--- config.mk ---
export PLATFORM = sky130hd
export DESIGN_NAME = seq_shifter
export DESIGN_NICKNAME = d
export VERILOG_FILES = /design/src/rtl/seq_shifter.sv
export SDC_FILE = /design/constraint.sdc
export NUM_CORES = 1
export LEC_CHECK = 0
export ABC_CLOCK_PERIOD_IN_PS = 2200
export CAP_MARGIN = 10
export CORE_MARGIN = 4
export CORE_UTILIZATION = 46
export CTS_CLUSTER_SIZE = 12
export DETAILED_ROUTE_END_ITERATION = 10
export PLACE_DENSITY = 0.8
export REMOVE_ABC_BUFFERS = 1
export SKIP_CTS_REPAIR_TIMING = 1
export SYNTH_ARGS = -nofsm -noshare
export SYNTH_HDL_FRONTEND = slang
export SYNTH_SLANG_ARGS = --single-unit
export TNS_END_PERCENT = 50
--- constraint.sdc ---
create_clock -name clk_i -period 2.2 [get_ports clk_i]
set_input_delay 0.55 -clock clk_i [delete_from_list [all_inputs] [get_ports clk_i]]
set_output_delay 0.55 -clock clk_i [all_outputs]
set_load 0.005 [all_outputs]
--- src/rtl/seq_shifter.sv ---
// ============================================================================
// Module   : seq_shifter
// Purpose  : Multi-cycle barrel-free shifter (SLL/SRL/SRA/ROL), one bit per
//            clock, sequenced by an IDLE/SHIFT/DONE FSM.
//            Optional macro SEQ_SHIFTER_ROTATE_EN enables ROL on mode 11;
//            without it mode 11 behaves as SLL.
// Revision : 1.0 - initial release
// ============================================================================
`default_nettype none

module seq_shifter #(
    parameter int WIDTH   = 32,
    parameter int SHAMT_W = 5
) (
    input  logic               clk_i,
    input  logic               rst_i,
    input  logic               start_i,
    input  logic [WIDTH-1:0]   data_i,
    input  logic [SHAMT_W-1:0] shamt_i,
    input  logic [1:0]         mode_i,
    output logic               busy_o,
    output logic               done_o,
    output logic [WIDTH-1:0]   data_o
);

    localparam logic [1:0] MODE_SLL = 2'b00;
    localparam logic [1:0] MODE_SRL = 2'b01;
    localparam logic [1:0] MODE_SRA = 2'b10;
    localparam logic [1:0] MODE_ROL = 2'b11;

    typedef enum logic [1:0] {
        IDLE  = 2'd0,
        SHIFT = 2'd1,
        DONE  = 2'd2
    } state_t;

    state_t             state;
    state_t             state_next;
    logic               accept;
    logic [WIDTH-1:0]   result;
    logic [WIDTH-1:0]   shifted;
    logic [SHAMT_W-1:0] count;
    logic [1:0]         mode_q;

    always_ff @(posedge clk_i or negedge rst_i) begin
        if (!rst_i) begin
            state <= IDLE;
        end else begin
            state <= state_next;
        end
    end

    // Outputs are pure state decodes, so busy and done are mutually exclusive.
    always_comb begin
        state_next = state;
        accept     = 1'b0;
        busy_o     = 1'b0;
        done_o     = 1'b0;
        case (state)
            IDLE: begin
                if (start_i) begin
                    accept     = 1'b1;
                    state_next = (shamt_i != '0) ? SHIFT : DONE;
                end
            end
            SHIFT: begin
                busy_o = 1'b1;
                if (count == SHAMT_W'(1)) begin
                    state_next = DONE;
                end
            end
            DONE: begin
                done_o = 1'b1;
                if (start_i) begin
                    accept     = 1'b1;
                    state_next = (shamt_i != '0) ? SHIFT : DONE;
                end else begin
                    state_next = IDLE;
                end
            end
            default: begin
                state_next = IDLE;
            end
        endcase
    end

    // Single-bit step applied once per SHIFT cycle.
    always_comb begin
        shifted = {result[WIDTH-2:0], 1'b0};
        case (mode_q)
            MODE_SLL: shifted = {result[WIDTH-2:0], 1'b0};
            MODE_SRL: shifted = {1'b0, result[WIDTH-1:1]};
            MODE_SRA: shifted = {result[WIDTH-1], result[WIDTH-1:1]};
`ifdef SEQ_SHIFTER_ROTATE_EN
            MODE_ROL: shifted = {result[WIDTH-2:0], result[WIDTH-1]};
`else
            MODE_ROL: shifted = {result[WIDTH-2:0], 1'b0};
`endif
            default:  shifted = {result[WIDTH-2:0], 1'b0};
        endcase
    end

    always_ff @(posedge clk_i or negedge rst_i) begin
        if (!rst_i) begin
            result <= '0;
            count  <= '0;
            mode_q <= MODE_SLL;
        end else if (accept) begin
            result <= data_i;
            count  <= shamt_i;
            mode_q <= mode_i;
        end else if (state == SHIFT) begin
            result <= shifted;
            count  <= count - SHAMT_W'(1);
        end
    end

    assign data_o = result;

endmodule

`default_nettype wire

==> results list, run 1 <==
- Max-Cap Viols: 0
- Clock tree synthesis found a total of 41 sinks.
* Worst-case vdd ir drop: 0.0009729 V
- In this run the power density over the cells is 1538 nW/µm².
- Total die area: 6376 µm²
- After the first detailed-routing iteration, the DRC count stood at 202.
* Crit Path Class: register to output port
- At the end of routability-driven placement, the weighted congestion stood at 0.8343.
- NumNets Final: 348
* Category of the worst setup path capture point: output port
- Before CTS, the worst setup slack after placement is 0.1491 ns.
- The library cell used most frequently in the layout, excluding fill and tap cells, is sky130_fd_sc_hd__clkdlybuf4s50_1.
- After layout, the design draws a total of 0.005074 W.
- Launch instance of the worst register-to-register path: mode_q[0]$_DFFE_PN0P_
* Global-route wire length before repair: 10,160 µm
- Post-layout util: 68.05%
* Required time worst endpoint: 1.65 ns
- Average vias per placed instance: 5.989
- Critical Path Fanout Max: 7
- The initialized floorplan defines 25 standard-cell rows.
* Vias in the first global route: 2,062
* Total negative slack for setup checks: 0 ns
- From bottom edge to top edge, the die measures 79.85 µm.
* Synthesized instance count: 231
* Netlist area before placement: 2375 µm²
- Synthesis-stage register bit count: 41
- Setup slack on the critical path of the routed design comes to 0.1713 ns.
* Sequential share of the synthesized area: 43.20%
- During synthesis, Yosys emitted a total of 0 warnings.
* Proportion of netlist area held by the largest area contributor: 43.20%
- F_max: 492.9 MHz
- Final ANT Viol Nets: 0
- Of the cells placed in the final design, the portion with a size suffix greater than 1 is 17.49%.
- Number of antenna violations at the first check in global routing: 0
- Setup violations remaining at the end of the flow were counted as 0.
- Reg2Reg Depth: 6
- No sink is reached through more buffers than the 2 on the longest clock path.
- In the finished design, the share of the clock period the worst path needs comes to 92.21%.
- Total length of routed wires: 6187 µm
- Once the floorplan was initialized, standard cells occupied 48.98% of the core.
- For this design the top-level I/O count stands at 76.
- First-pass iteration count of the detailed router: 4
- The flow ran to the end, and the final reports show no timing, DRC or antenna violations.
* Number of cells in the finished layout apart from fillers: 370
- Total vias in the final route: 2,216
* Clock tree from TritonCTS: yes
- Count of distinct cell types in the synthesized netlist: 35
* Inserted Clock Buffers: 5
- Worst flop-to-flop path endpoint: data_o[29]$_DFFE_PN0P_
- Arrival time at the worst endpoint: 1.48 ns
* Total leakage power: 1.298 nW
- After detailed placement, the design holds a cell count of 362.
- For flop-to-flop paths, the worst setup slack is 0.30 ns.
- Die Span X: 79.85 µm
* Worst relative slew slack: 55.08%
- Capturing element of the worst setup path: busy_o
* Cell types with the largest area share after synthesis: sky130_fd_sc_hd__dfrtp_1 43%, sky130_fd_sc_hd__mux2_2 14%, sky130_fd_sc_hd__a221oi_1 11%
- Average wire per standard cell: 16.72 µm
- CTS built an H-tree with a depth of 2.
- Element type at the critical path start: register
- Synth area leader: sky130_fd_sc_hd__dfrtp_1
* Slew Limit Fails: 0
- Mean instance size in the synthesized netlist: 10.28 µm²
- The top cell types in the final layout, fill and taps aside, are 74 x sky130_fd_sc_hd__clkdlybuf4s50_1, 41 x sky130_fd_sc_hd__dfrtp_1, 34 x sky130_fd_sc_hd__nor2_1, 31 x sky130_fd_sc_hd__o22ai_1.
- The number of failing hold endpoints at the final stage is 0.
- In this run the worst hold path is classified as input pin to asynchronous set/reset pin.
- RSZ-0062 raised after global routing: false
- PortBufs: 75
- Entering global routing, the biggest net connects 36 pins.
* Clock Skew: 0.008186 ns
- Final worst path period need: 2.029 ns
- Transition at the pin with the smallest max-transition slack: 0.6738 ns
* Antenna diode count: 0
* Root cell of the clock tree: sky130_fd_sc_hd__clkbuf_8
- Detailed placement finished with a half-perimeter wire length of 4313 µm.
* Drt drc: 0
* Clock-pin slew reported for the worst setup and hold paths after clock tree synthesis: 0.08 ns
- All-layer global routing usage: 20.19%
* Synthesis-to-layout area growth: 38.94%
- Summed over all layers, the global routing overflow is 0.
* Launch point of the worst path: state[1]$_DFFE_PN0P_
- The floorplan step defined a core boundary enclosing 4848 µm².
- Clock insertion delay at the later pin of the skew report: 0.29 ns
## critical path, cell delays in order (launching register included)
cell                              delay (ns)
sky130_fd_sc_hd__dfrtp_1                0.42
sky130_fd_sc_hd__nand2b_4               0.19
sky130_fd_sc_hd__inv_12                 0.08
sky130_fd_sc_hd__clkdlybuf4s50_1        0.49
## power breakdown
part | switching [W] | total [W] | internal (W)
clock network | 0.000258 | 0.000628 | 0.000370
logic | 0.00130 | 0.00282 | 0.00152
registers | 0.000463 | 0.00163 | 0.00117
total | 0.00202 | 0.00507 | 0.00305
## registers in the layout, indices dropped and copies added (netlist names)
register,count
state,2
data_o,32
count,5
mode_q,2
## synth_stat cells, drive strengths merged
library cell and n:
or2 1, nand3 1, a32oi 1, o21ai 3, o211ai 1, a21oi 2
nor3 2, o22ai 31, and3 1, or4 1, nor2b 3, a221o 3
or3 1, nand3b 1, nor2 34, buf 6, a31oi 1, nand2b 2
nand4b 1, inv 5, o311ai 1, nand2 5, a32o 1, o21bai 1
a221oi 30, mux2 31, dfrtp 41, clkbuf 16, ha 4
## worst min-delay path by stage
| stage | from | to | slack (ns) |
|---|---|---|---|
| after floorplan | rst_i | count[0]$_DFFE_PN0P_ | 0.25 |
| after global placement | count[4]$_DFFE_PN0P_ | count[4]$_DFFE_PN0P_ | 0.53 |
| after detailed placement | count[1]$_DFFE_PN0P_ | count[1]$_DFFE_PN0P_ | 0.54 |
| after CTS | rst_i | data_o[14]$_DFFE_PN0P_ | 0.30 |
| after global routing | rst_i | data_o[14]$_DFFE_PN0P_ | 0.35 |
| final | rst_i | data_o[14]$_DFFE_PN0P_ | 0.28 |
## cell type report
cell class                      count  area, µm²
Clock buffer                        7      86.33
Clock inverter                      1      30.03
Fill cell                         390       1549
Inverter                            5      31.28
Multi-Input combinational cell    163       1214
Sequential cell                    41       1026
Tap cell                           67      83.83
Timing Repair Buffer               86      828.3
## kinds of logic after synthesis
kind of cell | after synthesis | synth area share (%)
adder cells (fa/ha/maj) | 4 | 2.108
multiplexers | 31 | 14.86
AO/OA/AOI/OAI | 75 | 23.60
flip-flops | 41 | 43.20
AND/OR/NAND/NOR | 53 | 10.22
buffers and inverters | 27 | 6.006
## routing by layer
layer  wire length, µm  part of all wire (%)  global-route usage [%]  vias to the layer above
li1                  -                     -                       -                     1047
met2              2894                    47                   31.22                       94
met4                57                  0.92                   5.068                        0
met3               518                   8.4                   4.628                        8
met1              2716                    44                   28.57                     1067
met5                 0                     0                       0                        -
## through the flow
step | hold slack, ns | area (µm²)
final | 0.2808 | 3299
after global routing | 0.3496 | 3299
after CTS | 0.2987 | 3294
after detailed placement | 0.5369 | 3178
after global placement | 0.5340 | 3178
after floorplan | 0.2544 | 2263
No activity file was read; power rests on OpenSTA's default activity.
==> inputs of run 2 (changes only) <==
--- a/config.mk
+++ b/config.mk
@@ -11,7 +11,9 @@
 export CORE_UTILIZATION = 46
 export CTS_CLUSTER_SIZE = 12
 export DETAILED_ROUTE_END_ITERATION = 10
+export GPL_ROUTABILITY_DRIVEN = 0
 export PLACE_DENSITY = 0.8
+export RECOVER_POWER = 100
 export REMOVE_ABC_BUFFERS = 1
 export SKIP_CTS_REPAIR_TIMING = 1
 export SYNTH_ARGS = -nofsm -noshare
==> results list, run 2 (synthesis results as in run 1) <==
* Run status: finished with violations
* Violated checks: max-capacitance violations, max-slew violations
- Power density of the placed cells: 1505 nW/µm²
* Clock Skew: 0.006828 ns
- Met3 Resource Use GR: 4.628%
* Post-DP HPWL: 4313 µm
* Launch point of the worst path: state[1]$_DFFE_PN0P_
- Final ANT Viol Nets: 0
- Register-to-Register Setup Slack: 0.23 ns
- All-layer global routing usage: 20.19%
- Setup repair after global routing left no endpoint under its margin.
- Worst Hold Margin: 0.5539 ns
- In this run the number of cells on the critical path is 3.
- Data arrives at the worst endpoint at 1.48 ns.
* Global Route met2 Usage: 31.22%
* Overall overflow remaining after global route: 0
- Number of antenna violations at the first check in global routing: 0
* Antenna diode count: 0
- Row generation in the floorplan step produced 25 rows.
- The tool flagged a number of max-cap violations equal to 1.
* CP max-delay cell: sky130_fd_sc_hd__clkdlybuf4s50_1
* Setup Viol. Count Final: 0
- Buffer levels on the longest clock path: 2
- Part of the cycle the worst path needs: 92.37%
- TritonCTS built the clock tree.
- CTS built an H-tree with a depth of 2.
* Critical path buffers and inverters: 2
- Hold path startpoint: count[1]$_DFFE_PN0P_
* Worst flop-to-flop path endpoint: data_o[30]$_DFFE_PN0P_
- Launch instance of the worst register-to-register path: state[0]$_DFFE_PN0P_
* Drt drc: 0
- Required time worst endpoint: 1.65 ns
- Worst relative slew slack: -8.140%
- In the final layout, the share of cells above drive strength 1 is 16.17%.
* Reg2Reg Depth: 5
* Global-route wire length before repair: 10,160 µm
* Inserted Clock Buffers: 5
* Most frequent cells in the layout: 41 x sky130_fd_sc_hd__dfrtp_1, 41 x sky130_fd_sc_hd__clkdlybuf4s50_1, 34 x sky130_fd_sc_hd__nor2_1, 33 x sky130_fd_sc_hd__dlygate4sd3_1, 31 x sky130_fd_sc_hd__o22ai_1
- The setup path with the least slack is of type register to output port.
* PortBufs: 75
* First-pass iteration count of the detailed router: 4
* Height of the die: 79.85 µm
* Element type at the critical path start: register
- I/O pin cnt: 76
* Worst-case vdd ir drop: 0.0009710 V
- Sequence of cells on the critical path: nand2b_4 > inv_12 > clkdlybuf4s50_1
- For met1 alone, demand over resource in global routing was 28.57%.
- Root cell of the clock tree: sky130_fd_sc_hd__clkbuf_8
- Hold Crit Class: register to register
- Summed over all layers, the routed wires come to 6202 µm.
- Final worst path period need: 2.032 ns
- For this run, the slowest stage of the critical path takes 0.49 ns.
- The register with the most flip-flops in the layout has 32 of them.
* Pin count of the biggest net entering global routing: 36
* Slew Limit Fails: 31
* Critical Path Fanout Max: 7
- Category of the worst setup path capture point: output port
- The die covers 6376 µm².
- Counting the fill cells in the layout gives 396.
* Final count of hold timing violations: 0
- Compared with the post-synthesis result, the final layout area differs by 38.09%.
- NumNets Final: 348
* Clock insertion delay at the later pin of the skew report: 0.29 ns
- Vias in the first global route: 2,062
- For the final routed database, the setup TNS stands at 0 ns.
* Capturing element of the worst setup path: busy_o
* Die Span X: 79.85 µm
- Average vias per placed instance: 5.965
* Core region area: 4848 µm²
- Most crowded layer after global routing: met2
- Family with the most delay on the worst path: buffers and inverters
- Total vias in the final route: 2,207
* F_max: 492.1 MHz
- Once the floorplan was initialized, standard cells occupied 48.98% of the core.
* Iteration-0 DRC Markers: 159
* Clock-pin slew reported for the worst setup and hold paths after clock tree synthesis: 0.07 ns
- The clock net in this run drives a total of 41 sinks.
* Total leakage power: 1.301 nW
- Average wire per standard cell: 16.76 µm
- Transition at the pin with the smallest max-transition slack: 1.622 ns
-- run 2: changes by cell type in the layout (fill, tap and decap cells not counted), moves of 3 or more --
cell,previous run,this run
sky130_fd_sc_hd__clkdlybuf4s50_1,74,41
sky130_fd_sc_hd__dlygate4sd3_1,0,33
sky130_fd_sc_hd__buf_4,11,5
sky130_fd_sc_hd__clkbuf_1,1,5
sky130_fd_sc_hd__clkbuf_2,0,3
-- run 2: final cells by class --
type	count	area (µm²)	share of cell area [%]
multi-input cells	163	1214	37.01
flip-flops and latches	41	1026	31.29
repair buffers	86	808.3	24.65
clock buffers	7	86.33	2.633
well taps	67	83.83	2.556
inverters	5	31.28	0.9538
clock inverters	1	30.03	0.9157
-- run 2: worst min-delay path by stage --
stage / to / slack [ns] / cells past startpoint
after detailed placement: count[1]$_DFFE_PN0P_ / 0.54 / 1
final: count[1]$_DFFE_PN0P_ / 0.55 / 1
after floorplan: count[0]$_DFFE_PN0P_ / 0.25 / 0
after CTS: data_o[14]$_DFFE_PN0P_ / 0.30 / 1
after global placement: count[4]$_DFFE_PN0P_ / 0.53 / 2
after global routing: count[4]$_DFFE_PN0P_ / 0.57 / 2
-- run 2: where the power goes --
group	switching [W]	total, W	internal (W)
Sequential	0.000449	0.00162	0.00117
Clock	0.000257	0.000627	0.000370
Combinational	0.00130	0.00269	0.00139
Total	0.00201	0.00494	0.00293
-- run 2: metrics by stage --
stage	area [µm²]	total power (W)	instances	utilization, %	setup WS (ns)
floorplan	2263	0.003175	209	-	0.1001
global placement	3178	0.004374	362	65.55	0.1918
detailed placement	3178	0.004453	362	65.55	0.1491
CTS	3294	0.005086	370	67.95	0.1305
global route	3279	0.005345	370	67.64	0.05963
finish	3279	0.004935	370	67.64	0.1679
-- run 2: routing by layer --
layer  wire length, µm  vias up
met5                 0        -
met4                57        0
met3               523        8
met2              2892      102
met1              2728     1047
li1                  -     1050
==> inputs of run 3 (changes only) <==
--- a/config.mk
+++ b/config.mk
@@ -8,13 +8,15 @@
 export ABC_CLOCK_PERIOD_IN_PS = 2200
 export CAP_MARGIN = 10
 export CORE_MARGIN = 4
-export CORE_UTILIZATION = 46
+export CORE_UTILIZATION = 63
 export CTS_CLUSTER_SIZE = 12
 export DETAILED_ROUTE_END_ITERATION = 10
+export DONT_BUFFER_PORTS = 1
 export GPL_ROUTABILITY_DRIVEN = 0
-export PLACE_DENSITY = 0.8
+export PLACE_DENSITY = 0.79
 export RECOVER_POWER = 100
 export REMOVE_ABC_BUFFERS = 1
+export SETUP_SLACK_MARGIN = 0.4
 export SKIP_CTS_REPAIR_TIMING = 1
 export SYNTH_ARGS = -nofsm -noshare
 export SYNTH_HDL_FRONTEND = slang
==> results list, run 3 (synthesis results as in run 1) <==
- Height of the die: 69.40 µm
- Summed over all failing endpoints, the final setup total negative slack is 0 ns.
- For this design the ratio of total power to cell area is 1761 nW/µm².
- The worst hold path begins at mode_i[0].
- Placed cell areas: 2371 µm²
- The number of max-slew violations in the final report came to 0.
- The flow ran to the end, and the final reports show no timing, DRC or antenna violations.
- Final worst path period need: 1.836 ns
- Htree depth: 2
* Core region area: 3661 µm²
- Number of flip-flops in the largest register: 32
* Setup Viol. Count Final: 0
- Average vias per placed instance: 7.276
- Starting Density: 64.87%
- In the layout the commonest cells are 41 x sky130_fd_sc_hd__dfrtp_1, 34 x sky130_fd_sc_hd__nor2_1, 31 x sky130_fd_sc_hd__o22ai_1, 30 x sky130_fd_sc_hd__a221oi_1, 30 x sky130_fd_sc_hd__mux2_2.
- Row generation in the floorplan step produced 22 rows.
- Power share of the combinational group: 49.2%
- For the pin with the worst max-slew slack, the measured transition is 1.020 ns.
- Final ANT Viol Nets: 0
* NumNets Final: 270
* Critical path buffers and inverters: 2
* Worst relative slew slack: 31.98%
- STA classifies the critical path endpoint as a register.
- Buffer levels on the longest clock path: 2
* Vias in the first global route: 1,968
* Count of clock tree sinks: 41
* Reg2Reg Depth: 4
- Global-route wire length before repair: 9508 µm
* All-layer global routing usage: 23.77%
* Clock-pin slew reported for the worst setup and hold paths after clock tree synthesis: 0.07 ns
* Synthesis-to-layout area growth: 4.110%
- Setup repair after global routing left no endpoint under its margin.
- Total die area: 4816 µm²
* Fraction of layout cells with a size suffix above 1: 20.98%
* Clock tree from TritonCTS: yes
* F_max: 544.5 MHz
- For this run the aggregate overflow at the end of global routing stands at 0.
- The worst hold path belongs to the class input pin to register.
- Launch point of the worst path: state[0]$_DFFE_PN0P_
- Total leakage power: 0.9745 nW
- In this run the clock root is driven by a sky130_fd_sc_hd__clkbuf_8.
- The critical path goes through clkbuf_1 > nor2b_1 > buf_4 > a221o_1.
- I/O pin cnt: 76
* Worst hold path cell count: 2
- The slowest stage of the critical path is the sky130_fd_sc_hd__clkbuf_1 cell.
* Family with the most delay on the worst path: buffers and inverters
- Fin worst setup slack: 0.3635 ns
- Element type at the critical path start: register
- Number of antenna violations at the first check in global routing: 0
- The analysis attributes to net switching a power of 0.001975 W.
- The layout has 295 filler cells.
- Worst path max stage delay: 0.59 ns
- At the worst endpoint, the required time is 2.37 ns.
- Average wire per standard cell: 21.26 µm
- The finished cells cover 2472 µm².
* Logic depth of the worst path, buffers included: 4
* Sequential fraction of design power: 39.5%
- At the placement stage, the worst setup path has a slack of 0.1421 ns.
- The library cell used most frequently in the layout, excluding fill and tap cells, is sky130_fd_sc_hd__dfrtp_1.
- Die Span X: 69.40 µm
* Drt drc: 0
- Max-cap violations in this run came to 0.
- Internal power summed over all cells: 0.002378 W
- VDD sags by at most 0.001064 V.
- The startpoint identified for the worst register-to-register timing path is state[0]$_DFFE_PN0P_.
- The number of failing hold endpoints at the final stage is 0.
- Part of the cycle the worst path needs: 83.48%
- In this run, the number of DRC markers left after iteration 0 of detailed routing was 117.
- First-pass iteration count of the detailed router: 4
* Fraction of power consumed by the clock network: 11.2%
- Antenna diode count: 0
- The critical path in this run is classified as register to register.
* Post-DP HPWL: 3840 µm
- Inserted Clock Buffers: 5
- Wires add up to 5782 µm.
* Critical Path Fanout Max: 16
- Entering global routing, the biggest net connects 42 pins.
- The count of buffers added on input and output ports is 0.
- Total vias in the final route: 1,979
- Clock Skew: 0.006450 ns
- Net switching is 45.37% of the power.
- For the worst setup path, the data arrival time is 2.01 ns.
- Clock insertion delay at the later pin of the skew report: 0.29 ns
-- run 3: cell types whose count changed in the layout (fill, tap and decap cells not counted) --
cell	delta
sky130_fd_sc_hd__buf_4	-2
sky130_fd_sc_hd__o21ai_0	-2
sky130_fd_sc_hd__clkbuf_1	-3
sky130_fd_sc_hd__dlygate4sd3_1	-33
sky130_fd_sc_hd__o21ai_1	+2
sky130_fd_sc_hd__clkdlybuf4s50_1	-41
sky130_fd_sc_hd__or2_0	+1
sky130_fd_sc_hd__or2_1	-1
sky130_fd_sc_hd__bufinv_16	-1
sky130_fd_sc_hd__nor2b_4	+1
-- run 3: per-layer routing --
metal  global-route usage (%)  vias up  routed length [µm]
li1                         -      890                   -
met1                    31.77      973                2327
met2                    38.45      102                2873
met3                    5.797       14                 484
met4                    6.725        0                  96
met5                        0        -                   0
-- run 3: power groups by stage --
stage	sequential [W]	combinational, W	clock [W]
after floorplan	0.00161	0.00156	0
after global placement	0.00171	0.00192	0
after detailed placement	0.00173	0.00204	0
after CTS	0.00172	0.00205	0.000494
after global routing	0.00179	0.00240	0.000523
final	0.00172	0.00214	0.000489
-- run 3: final timing paths --
kind	endpoint	slack (ns)
min in group asynchronous	data_o[13]$_DFFE_PN0P_	0.43
max	count[1]$_DFFE_PN0P_	0.36
max in group asynchronous	data_o[28]$_DFFE_PN0P_	1.15
min	mode_q[0]$_DFFE_PN0P_	0.38
min reg2reg	count[1]$_DFFE_PN0P_	0.56
max reg2reg	count[1]$_DFFE_PN0P_	0.36
-- run 3: final cells by class --
class	count	area, µm²	area share [%]
Clock buffer	7	86.33	3.492
Sequential cell	41	1026	41.50
Tap cell	48	60.06	2.429
Multi-Input combinational cell	164	1227	49.65
Inverter	5	31.28	1.265
Timing Repair Buffer	7	41.29	1.670
-- run 3: worst reg2reg max path, delay by kind of cell, from the launching register on --
family,cells,cell delay (ns)
AO/OA/AOI/OAI,1,0.35
buffers and inverters,2,0.80
flip-flops,1,0.45
AND/OR/NAND/NOR,1,0.12
-- run 3: per-stage QoR --
stage          hold slack (ns)  total power, W  instances  utilization, %
2_1_floorplan           0.2544        0.003175        209               -
3_3_place_gp            0.2556        0.003629        263           64.76
3_5_place_dp            0.2555        0.003774        263           64.76
4_1_cts               -0.05129        0.004262        270           67.12
5_1_grt                 0.4024        0.004718        272           67.53
6_report                0.3807        0.004354        272           67.53
